<file path="src/rtl/check_min_search.sv">
// check_min_search: min-sum LDPC check-node reducer.
// Streams one (sign, magnitude) pair per cycle for a parity-check row and
// produces the two smallest magnitudes (offset corrected), the index of the
// smallest, the sign product and the per-edge sign vector.
module check_min_search #(
    parameter int MAG_W  = 8,
    parameter int DEG    = 32,
    parameter int IDX_W  = 5,
    parameter int OFFSET = 0
) (
    input  logic             clk,
    input  logic             rst_n,
    input  logic             in_valid,
    input  logic             in_start,
    input  logic             in_sign,
    input  logic [MAG_W-1:0] in_mag,
    output logic             busy,
    output logic             out_valid,
    output logic [MAG_W-1:0] min1,
    output logic [MAG_W-1:0] min2,
    output logic [IDX_W-1:0] min1_idx,
    output logic             sign_prod,
    output logic [DEG-1:0]   sign_vec,
    output logic             row_abort
);

    typedef enum logic [0:0] {IDLE, ACC} state_t;

    localparam logic [MAG_W-1:0] OFF  = MAG_W'(OFFSET);
    localparam logic [IDX_W-1:0] LAST = IDX_W'(DEG - 1);

    state_t           state, state_nxt;
    logic [IDX_W-1:0] cnt, cnt_nxt;
    logic [MAG_W-1:0] m1, m1_nxt;
    logic [MAG_W-1:0] m2, m2_nxt;
    logic [IDX_W-1:0] idx, idx_nxt;
    logic             sp, sp_nxt;
    logic [DEG-1:0]   sv, sv_nxt;
    logic             last_edge;
    logic             abort;

    // Offset-min-sum correction, clamped at zero instead of wrapping.
    function automatic logic [MAG_W-1:0] sat_off(input logic [MAG_W-1:0] v);
        return (v > OFF) ? (v - OFF) : '0;
    endfunction

    assign busy = (state == ACC);

    // Next-state and accumulator update, including the edge being accepted now.
    always_comb begin
        state_nxt = state;
        cnt_nxt   = cnt;
        m1_nxt    = m1;
        m2_nxt    = m2;
        idx_nxt   = idx;
        sp_nxt    = sp;
        sv_nxt    = sv;
        last_edge = 1'b0;
        abort     = 1'b0;
        if (in_valid && in_start) begin
            // A start always opens a fresh row; in ACC it discards the partial one.
            state_nxt = ACC;
            cnt_nxt   = IDX_W'(1);
            m1_nxt    = in_mag;
            m2_nxt    = '1;
            idx_nxt   = '0;
            sp_nxt    = in_sign;
            sv_nxt    = '0;
            sv_nxt[0] = in_sign;
            abort     = (state == ACC);
        end else if (in_valid && (state == ACC)) begin
            // Strict compare so equal magnitudes fall to m2 and idx keeps the earliest.
            if (in_mag < m1) begin
                m2_nxt  = m1;
                m1_nxt  = in_mag;
                idx_nxt = cnt;
            end else if (in_mag < m2) begin
                m2_nxt = in_mag;
            end
            sp_nxt = sp ^ in_sign;
            for (int k = 0; k < DEG; k++) begin
                if (cnt == IDX_W'(k)) begin
                    sv_nxt[k] = in_sign;
                end
            end
            if (cnt == LAST) begin
                last_edge = 1'b1;
                state_nxt = IDLE;
                cnt_nxt   = '0;
            end else begin
                cnt_nxt = cnt + IDX_W'(1);
            end
        end
    end

    // Row accumulator and FSM state registers.
    always_ff @(posedge clk or negedge rst_n) begin
        if (!rst_n) begin
            state <= IDLE;
            cnt   <= '0;
            m1    <= '0;
            m2    <= '0;
            idx   <= '0;
            sp    <= 1'b0;
            sv    <= '0;
        end else begin
            state <= state_nxt;
            cnt   <= cnt_nxt;
            m1    <= m1_nxt;
            m2    <= m2_nxt;
            idx   <= idx_nxt;
            sp    <= sp_nxt;
            sv    <= sv_nxt;
        end
    end

    // Result registers capture on the final edge and hold until the next row completes.
    always_ff @(posedge clk or negedge rst_n) begin
        if (!rst_n) begin
            out_valid <= 1'b0;
            row_abort <= 1'b0;
            min1      <= '0;
            min2      <= '0;
            min1_idx  <= '0;
            sign_prod <= 1'b0;
            sign_vec  <= '0;
        end else begin
            out_valid <= last_edge;
            row_abort <= abort;
            if (last_edge) begin
                min1      <= sat_off(m1_nxt);
                min2      <= sat_off(m2_nxt);
                min1_idx  <= idx_nxt;
                sign_prod <= sp_nxt;
                sign_vec  <= sv_nxt;
            end
        end
    end

endmodule

</file>
<file path="config.mk">
export PLATFORM = sky130hd
export DESIGN_NAME = check_min_search
export DESIGN_NICKNAME = d
export VERILOG_FILES = /design/src/rtl/check_min_search.sv
export SDC_FILE = /design/constraint.sdc
export NUM_CORES = 1
export LEC_CHECK = 0
export CAP_MARGIN = 5
export CORE_ASPECT_RATIO = 1.75
export CORE_MARGIN = 2
export CORE_UTILIZATION = 30
export CTS_CLUSTER_SIZE = 30
export DETAILED_ROUTE_END_ITERATION = 8
export PLACE_DENSITY = 0.53
export SYNTH_ARGS = -nofsm -noshare
export SYNTH_HDL_FRONTEND = slang
export SYNTH_SLANG_ARGS = --single-unit
</file>
<file path="constraint.sdc">
create_clock -name clk -period 2.6 [get_ports clk]
set_clock_uncertainty 0.05 [all_clocks]
set_input_delay 0.52 -clock clk [delete_from_list [all_inputs] [get_ports clk]]
set_output_delay 0.52 -clock clk [all_outputs]
set_load 0.005 [all_outputs]
</file>
==> reports/qor.csv, run 1 <==
stage;metric;value;unit
run_status;outcome;completed;
cells_and_area;final core utilization;0.411;
sta;final period utilization;0.920;
sta;Slew Viols, Final;0;
clock_network;clock buffer depth;2;
setup_path;critical-path maximum fanout;8;
setup_path;Worst setup EP type;flip-flop;
global_routing;pin count of the biggest net entering global routing;50;
cells_and_area;Layout Area Growth over Synthesis;33.5;%
synthesis;Synth top area share;0.538;
synthesis;post-synth net total;543;
sta;final hold viol count;0;
sta;setup ws final;0.207;ns
setup_path;Setup CP Type;in -> reg;
placed_design;GP Congestion;0.791;
synthesis;register bit count reported by yosys;116;
synthesis;post-synth cell types;39;
flow_run;Max Cap Viol;0;
synthesis;Synth warnings;0;
clock_network;Resized Gates After CTS;0;
clock_network;clk_lat worst skew;0.41;ns
sta;fin crit period;2.39;ns
setup_path;WP buf/inv;2;
clock_network;total CTS buffers;17;
floorplan;Die Area;19100;sq um
sta;Worst-Margin Slew;0.668;ns
sta;Max-slew headroom;0.554;
clock_network;postcts setup bufs;0;
synthesis;Post-synth top flop;dfrtp_1;
floorplan;I/O pin cnt;70;
pwr;Power Total;5.59;mW
placed_design;hpwl dp;9880;um
cells_and_area;most common cell after layout, fill and taps aside;dfrtp_1;
drt;drt first-iter violations;238;
cells_and_area;Ant. Diodes;0;
global_routing;antenna violations before repair;0;
sta;fmax;418;MHz
drt;DR WL/cell;16.4;um
drt;final WL;13800;um
global_routing;global-route wire length before repair;22800;um
setup_path;largest delay contributor family on the critical path;compound AO/OA/AOI/OAI gates;
setup_path;Startpoint Class;primary input;
clock_network;clk root buf;clkbuf_16;
synthesis;Post-Syn Area;5390;sq um
setup_path;Worst path max stage delay;0.44;ns
drt;Vias/cell;5.06;
global_routing;vias in the first global route;4464;
pwr;Leakage;3.24;nW
clock_network;Hold-fix buffers, CTS;0;
setup_path;crit-path cells;clkdlybuf4s50_1 > ha_1 > and3_4 > a221o_1 > a41oi_4 > buf_12 > mux2i_1 > o221ai_1;
floorplan;Chip Height;181;um
synthesis;synthesized instance count;510;
sta;unrepaired setup endpoints after global routing;false;
synthesis;Mapped Avg Cell Area;10.6;sq um
cells_and_area;Final #Nets;631;
clock_network;CTS sink cnt;116;
setup_path;Worst path slowest cell;clkdlybuf4s50_1;
cells_and_area;commonest non-fill, non-tap cells in the layout;dfrtp_1, clkdlybuf4s50_1, nand2_1;
drt;via count;4259;
synthesis;number of synthesized flops with an enable pin;0;
floorplan;Initial Util;0.308;
clock_network;CTS HTree Levels;4;
min_path;hold crit path type;in -> async;
sta;Setup Viol. Count Final;0;
floorplan;Cell Rows;64;
cells_and_area;share of post-route cells with drive strength above 1;0.180;
placed_design;dpl ws;-0.196;ns
setup_path;Data required, critical path;2.82;ns
clock_network;Worst-path clk slew;0.05;ns
pwr;Peak supply drop;0.379;mV
sta;setup TNS;0;ns
synthesis;register area share after synthesis;0.538;
global_routing;Total GRT Usage;0.152;
floorplan;Core Area;17500;sq um
global_routing;gr ovfl total;0;
floorplan;die width;105;um
synthesis;ys async rst share;1.00;
pwr;power per cell area;777;nW/um^2
drt;drt first pass iters;5;
sta;hold slack;0.0877;ns
placed_design;Port Buf Inserts;69;
drt;antenna viol nets, final;0;
drt;# DRC;0;
synthesis;cell taking the most area after synthesis;dfrtp_1;
synthesis;largest cells by area after synthesis;dfrtp_1, mux2_2, ha_1;
clock_network;TritonCTS clock tree;yes;
setup_path;WP data arrival;2.61;ns
-- metal layers --
layer	vias to the layer above	GRT usage	routed length, um
met5	-	0	0
met4	0	0.0688	302
li1	2000	-	-
met3	27	0.0370	627
met2	138	0.269	7580
met1	2094	0.169	5320
-- worst register-to-register path, cell delays in order, from the launching register on --
cell and delay, ns:
dfrtp_1 0.38, inv_1 0.05, ha_1 0.28, a21o_1 0.16, a221o_1 0.38, a41oi_4 0.20
buf_12 0.17, mux2i_1 0.25, o221ai_1 0.16
-- flip-flops by register name, indices dropped and copies added, names as in the netlist --
| register | flops |
|---|---|
| idx | 5 |
| min2 | 8 |
| sign_vec | 32 |
| sign_prod | 1 |
| m1 | 8 |
| sp | 1 |
| m2 | 8 |
| min1 | 8 |
| out_valid | 1 |
| row_abort | 1 |
| cnt | 5 |
| sv | 32 |
| busy | 1 |
| min1_idx | 5 |
-- final timing paths --
path	slack, ns	startpoint	endpoint	cells past startpoint
setup / recovery	0.21	in_mag[7]	min2[1]	8
hold / removal	0.09	rst_n	m2[5]	1
setup reg to reg	0.37	m2[6]	min2[1]	8
hold reg to reg	0.44	min1_idx[3]	min1_idx[3]	2
max in group asynchronous	1.74	rst_n	idx[4]	2
min in group clk	0.44	min1_idx[3]	min1_idx[3]	2
-- stage by stage --
step | area [sq um] | std cells
after floorplan | 5390 | 510
after global placement | 6540 | 810
after detailed placement | 6540 | 810
after CTS | 7200 | 841
after global routing | 7200 | 841
final | 7200 | 841
-- where the power goes --
part | internal (mW) | switching (mW) | total, mW
clock network | 1.80 | 0.795 | 2.59
registers | 1.93 | 0.126 | 2.06
logic | 0.413 | 0.533 | 0.946
total | 4.14 | 1.45 | 5.59
-- cell families (layout without fill, tap and decap cells) --
| logic type | Yosys count | in the layout | share of synthesized area |
|---|---|---|---|
| simple gates | 145 | 145 | 0.124 |
| compound gates | 124 | 124 | 0.143 |
| flops | 116 | 116 | 0.538 |
| mux | 53 | 53 | 0.108 |
| buf+inv | 52 | 152 | 0.0406 |
| fa+ha+maj | 20 | 20 | 0.0464 |
-- Yosys cell counts (all sizes together) (2+ instances only) --
master  count
o32ai       9
nand4       4
a211oi      2
a31oi       9
o211ai      8
and2        2
nor2b       3
nand2b      3
nand4b      4
o22ai       2
clkbuf     21
a21o        4
o21ai      40
dfrtp     116
a21oi      38
mux2i      12
nand2      64
nand3      23
ha         20
mux2       41
o221ai      8
nor3        2
buf        11
and3        7
inv        20
nand3b      2
nor2       29
-- cell type report --
| type | instances | area (sq um) |
|---|---|---|
| fill | 1645 | 10300 |
| sequential | 116 | 2900 |
| multi-input combinational | 342 | 2270 |
| timing repair buffer | 101 | 1000 |
| clock buffer | 23 | 488 |
| tap | 231 | 289 |
| clock inverter | 8 | 171 |
| inverter | 20 | 75.1 |
(Power assumes the default switching activity.)
==> run 2: changes to the inputs <==
==> constraint.sdc (replaced) <==
create_clock -name clk -period 2.6 [get_ports clk]
set_clock_uncertainty 0.05 [all_clocks]
set_input_delay 0.52 -clock clk [delete_from_list [all_inputs] [get_ports clk]]
set_output_delay 0.52 -clock clk [all_outputs]
set_load 0.02 [all_outputs]
==> results of run 2 <==
Same layout as run 1 (identical final DEF). Status: completed.
Among the figures that moved: total power 5.59 mW -> 5.60 mW
==> variant 1 (flow settings as in run 2) <==
The parameter `DEG` goes from 32 to 16.
--- a/src/rtl/check_min_search.sv
+++ b/src/rtl/check_min_search.sv
@@ -5,5 +5,5 @@
 module check_min_search #(
     parameter int MAG_W  = 8,
-    parameter int DEG    = 32,
+    parameter int DEG    = 16,
     parameter int IDX_W  = 5,
     parameter int OFFSET = 0
Ports: changed (resized sign_vec); port bits go from 70 to 54. No check against the original RTL was run, so the function may have changed too.
==> variant 1 against run 2 <==
- power shrank 30%
- synthesized cell count shrank 22%
- sequential power shrank 23%
- global-route usage grew 0.91 points
- count of clock-buffer cells in the layout shrank 12
- sequential cell count shrank 33
- non-clock buffer count grew 1
- sequential share of layout area shrank 1.9 points
- worst setup slack lost 0.14 ns
- final area shrank 25%
- synthesized area shrank 25%
- routed wire length shrank 20%
- critical endpoint is now m2[6]$_DFF_PN0_
==> variant 1: results <==
group,metric,value,unit
outcome,status,"finished clean",
detailed_routing,met3WireLength,240,µm
layout,reg_top3,"sign_vec: 16 flops, sv: 15 flops",
setup_path,worstPathMaxFanout,4,
detailed_routing,wl_met2,6.24,mm
layout,n_fill_cell,1310,
sta,max_slew_margin,0.634,
yosys,yosysWarningCount,0,
global_routing,grt_first_pass_wirelength,18.1,mm
layout,clock_buffers,11,
layout,seq-cell-share,0.385,
layout,multi_input_area_share,0.335,
yosys,synth_nets,429,
setup_path,max_stage_delay,0.56,ns
cts,clk_latency,0.33,ns
cts,cts_made_buffers,9,
cts,htree_levels,3,
pwr,powerSeq,1.58,mW
layout,num-nets-final,519,
layout,final-clk-cell-share,0.0535,
yosys,yosysSeqAreaShare,0.514,
layout,n_all_inverters,21,
layout,regArea,2080,µm²
setup_path,reg2reg_depth,9,
pwr,ir_worst_vdd,0.000420,V
layout,buf_share,0.172,
layout,layout-drive-gt1-share,0.181,
detailed_routing,avgRoutedWirePerCell,16.6,µm
pwr,swShare,0.318,
placed_design,post-dp-hpwl,8.19,mm
setup_path,crit_path_top_delay_cell,"or4_1",
detailed_routing,wl_met1,4.31,mm
detailed_routing,firstDrtPassIters,4,
placed_design,placed_area,5050,µm²
pwr,leakage,2.43,nW
layout,n_all_buffers,102,
global_routing,grt_pass1_vias,3612,
pwr,clkPwrFrac,0.314,
global_routing,grt_util_all_layers,0.161,
layout,multi_input_gates,271,
yosys,synth_cell_types,46,
yosys,synth_area_leaders,"dfrtp_1 (51%), ha_1 (5.6%), a21oi_1 (5.0%)",
detailed_routing,vias_per_cell,4.96,
global_routing,grt_start_max_net_pins,42,
cts,post_cts_resized,3,
placed_design,place_congestion,0.859,
yosys,synthTopCellsByCount,"dfrtp_1 (83), nand2_1 (48), a21oi_1 (40)",
variant 1: routing by layer:
| layer | GRT usage | vias up |
|---|---|---|
| met2 | 0.307 | 59 |
| li1 | - | 1591 |
| met5 | 0 | - |
| met3 | 0.0263 | 20 |
| met4 | 0.0618 | 0 |
| met1 | 0.175 | 1637 |
variant 1: path summary, 6_finish.rpt:
| kind | start | end | slack, ns |
|---|---|---|---|
| setup reg to reg | m1[6]$_DFF_PN0_ | min1_idx[1]$_DFFE_PN0P_ | 0.31 |
| max in group asynchronous | rst_n | sv[13]$_DFF_PN0_ | 1.76 |
| min in group clk | min1_idx[3]$_DFFE_PN0P_ | min1_idx[3]$_DFFE_PN0P_ | 0.43 |
| setup / recovery | in_mag[7] | m2[6]$_DFF_PN0_ | 0.06 |
| hold reg to reg | min1_idx[3]$_DFFE_PN0P_ | min1_idx[3]$_DFFE_PN0P_ | 0.43 |
| hold / removal | rst_n | sign_vec[5]$_DFFE_PN0P_ | 0.11 |
variant 1: stage by stage:
step / hold slack, ns / power (mW) / std cells / worst slack, ns
2_1_floorplan: 0.174 / 2.19 / 398 / 0.306
3_3_place_gp: 0.411 / 2.64 / 649 / -0.404
3_5_place_dp: 0.416 / 2.66 / 649 / -0.402
4_1_cts: 0.140 / 3.91 / 665 / 0.000645
5_1_grt: 0.165 / 4.12 / 667 / -0.0204
6_report: 0.114 / 3.91 / 667 / 0.0628
variant 1: cell families (layout without fill, tap and decap cells):
kind of cell / count (synthesis) / after routing / share of synthesized area
compound gates: 110 / 110 / 0.183
buf+inv: 44 / 139 / 0.0493
fa+ha+maj: 18 / 18 / 0.0558
simple gates: 118 / 118 / 0.132
flops: 83 / 83 / 0.514
xor+xnor: 1 / 1 / 0.00217
mux: 24 / 24 / 0.0629
==> variant 2 (config.mk and constraints of run 2) <==
Made on the original files. Put one more register stage on the output `row_abort`, with the module's reset. The value now appears one clock later. The other outputs are not delayed to match.
--- a/src/rtl/check_min_search.sv
+++ b/src/rtl/check_min_search.sv
@@ -29,4 +29,6 @@
     localparam logic [MAG_W-1:0] OFF  = MAG_W'(OFFSET);
     localparam logic [IDX_W-1:0] LAST = IDX_W'(DEG - 1);
+
+    logic row_abort_s0;
 
     state_t           state, state_nxt;
@@ -119,5 +121,5 @@
         if (!rst_n) begin
             out_valid <= 1'b0;
-            row_abort <= 1'b0;
+            row_abort_s0 <= 1'b0;
             min1      <= '0;
             min2      <= '0;
@@ -127,5 +129,5 @@
         end else begin
             out_valid <= last_edge;
-            row_abort <= abort;
+            row_abort_s0 <= abort;
             if (last_edge) begin
                 min1      <= sat_off(m1_nxt);
@@ -138,4 +140,12 @@
     end
 
+    always_ff @(posedge clk or negedge rst_n) begin
+        if (!rst_n) begin
+            row_abort <= '0;
+        end else begin
+            row_abort <= row_abort_s0;
+        end
+    end
+
 endmodule
 
Function: changed (a bounded check fails within 4 cycles, from zero or initial values and one cycle with rst_n low).
==> variant 2 against run 2 <==
- hold slack got worse by 0.033 ns
- maximum frequency is 1.3% lower
- sequential share of layout area up 0.45 points
- worst setup slack worse by 0.031 ns
- synthesized cell count fell by 5.3%
- sequential cell count is 1 higher
- highest routed layer unchanged
- routed wire length decreased by 1.1%
- clock power down 12%
- critical path type unchanged
- final area shrank 0.26%
- power shrank 5.6%
- via count shrank 7.0%
- count of clock-buffer cells in the layout is 4 lower
- synthesized area grew 0.70%
==> variant 2: results <==
group,metric,value,unit
outcome,status,"finished clean",
yosys,synth.area.mux_share,0.162,
global_routing,grt_util_all_layers,0.153,
global_routing,grt_start_max_net_pins,39,
yosys,synth_compound_area_frac,0.0882,
sta,holdWs,0.0547,ns
pwr,leakage,3.48,nW
detailed_routing,drt_iter0_markers,128,
yosys,synth-adder-area-share,0.0461,
global_routing,grt_first_pass_wirelength,22.8,mm
pwr,pg_comb,0.941,mW
setup_path,max_stage_delay,0.46,ns
pwr,ir_worst_vdd,0.000391,V
setup_path,cp_data_arrival_time,2.63,ns
pwr,p_int,3.82,mW
placed_design,placed_area,6600,µm²
setup_path,timing.reg2reg.setup_slack,0.27,ns
setup_path,rr_endpoint,"min2[3]$_DFFE_PN0P_",
placed_design,place_ws,-0.247,ns
detailed_routing,vias_per_cell,4.84,
placed_design,place_inst,786,
yosys,avgSynthCellArea,11.2,µm²
yosys,synth_area_leaders,"dfrtp_1 (54%), mux2_2 (8.5%), mux2i_1 (7.7%)",
detailed_routing,firstDrtPassIters,4,
placed_design,post-dp-hpwl,9.73,mm
setup_path,rr_startpoint,"cnt[0]$_DFFE_PN0P_",
-- variant 2: cell count changes after synthesis, moves of 4 or more --
| cell | run 2 | this run |
|---|---|---|
| nand3_1 | 23 | 32 |
| nand2_1 | 64 | 45 |
| buf_2 | 7 | 11 |
| o21ai_0 | 38 | 9 |
| a21oi_1 | 38 | 9 |
| nand4_1 | 4 | 8 |
| mux2i_1 | 12 | 42 |
| nand4b_1 | 4 | 0 |
| nor2_1 | 27 | 37 |
-- variant 2: final cells by class --
cell class                      count  area (µm²)
Fill cell                        1759       10700
Sequential cell                   117        2930
Multi-Input combinational cell    310        2260
Timing Repair Buffer              104        1040
Clock buffer                       19         453
Tap cell                          234         293
Clock inverter                     13         131
Inverter                           21        78.8
-- variant 2: per-layer routing --
layer | global-route usage | share of wire | up-vias
met2 | 0.288 | 0.55 | 85
met5 | 0 | 0 | -
met1 | 0.167 | 0.40 | 1972
li1 | - | - | 1893
met4 | 0.0542 | 0.016 | 0
met3 | 0.0294 | 0.028 | 12
-- variant 2: critical path, delay by kind of cell --
kind / cells / cell delay (ns)
AO/OA/AOI/OAI: 3 / 0.72
buffers and inverters: 2 / 0.63
adder cells (fa/ha/maj): 1 / 0.33
multiplexers: 1 / 0.25
AND/OR/NAND/NOR: 1 / 0.17
-- variant 2: worst max-delay path by stage --
| stage | slack (ns) | endpoint | cells past startpoint |
|---|---|---|---|
| after floorplan | 0.30 | sign_vec[29]$_DFFE_PN0P_ | 9 |
| after global placement | -0.18 | m1[5]$_DFF_PN0_ | 9 |
| after detailed placement | -0.25 | min2[3]$_DFFE_PN0P_ | 8 |
| after CTS | 0.18 | min2[3]$_DFFE_PN0P_ | 8 |
| after global routing | 0.09 | min1_idx[1]$_DFFE_PN0P_ | 8 |
| final | 0.18 | min2[3]$_DFFE_PN0P_ | 8 |
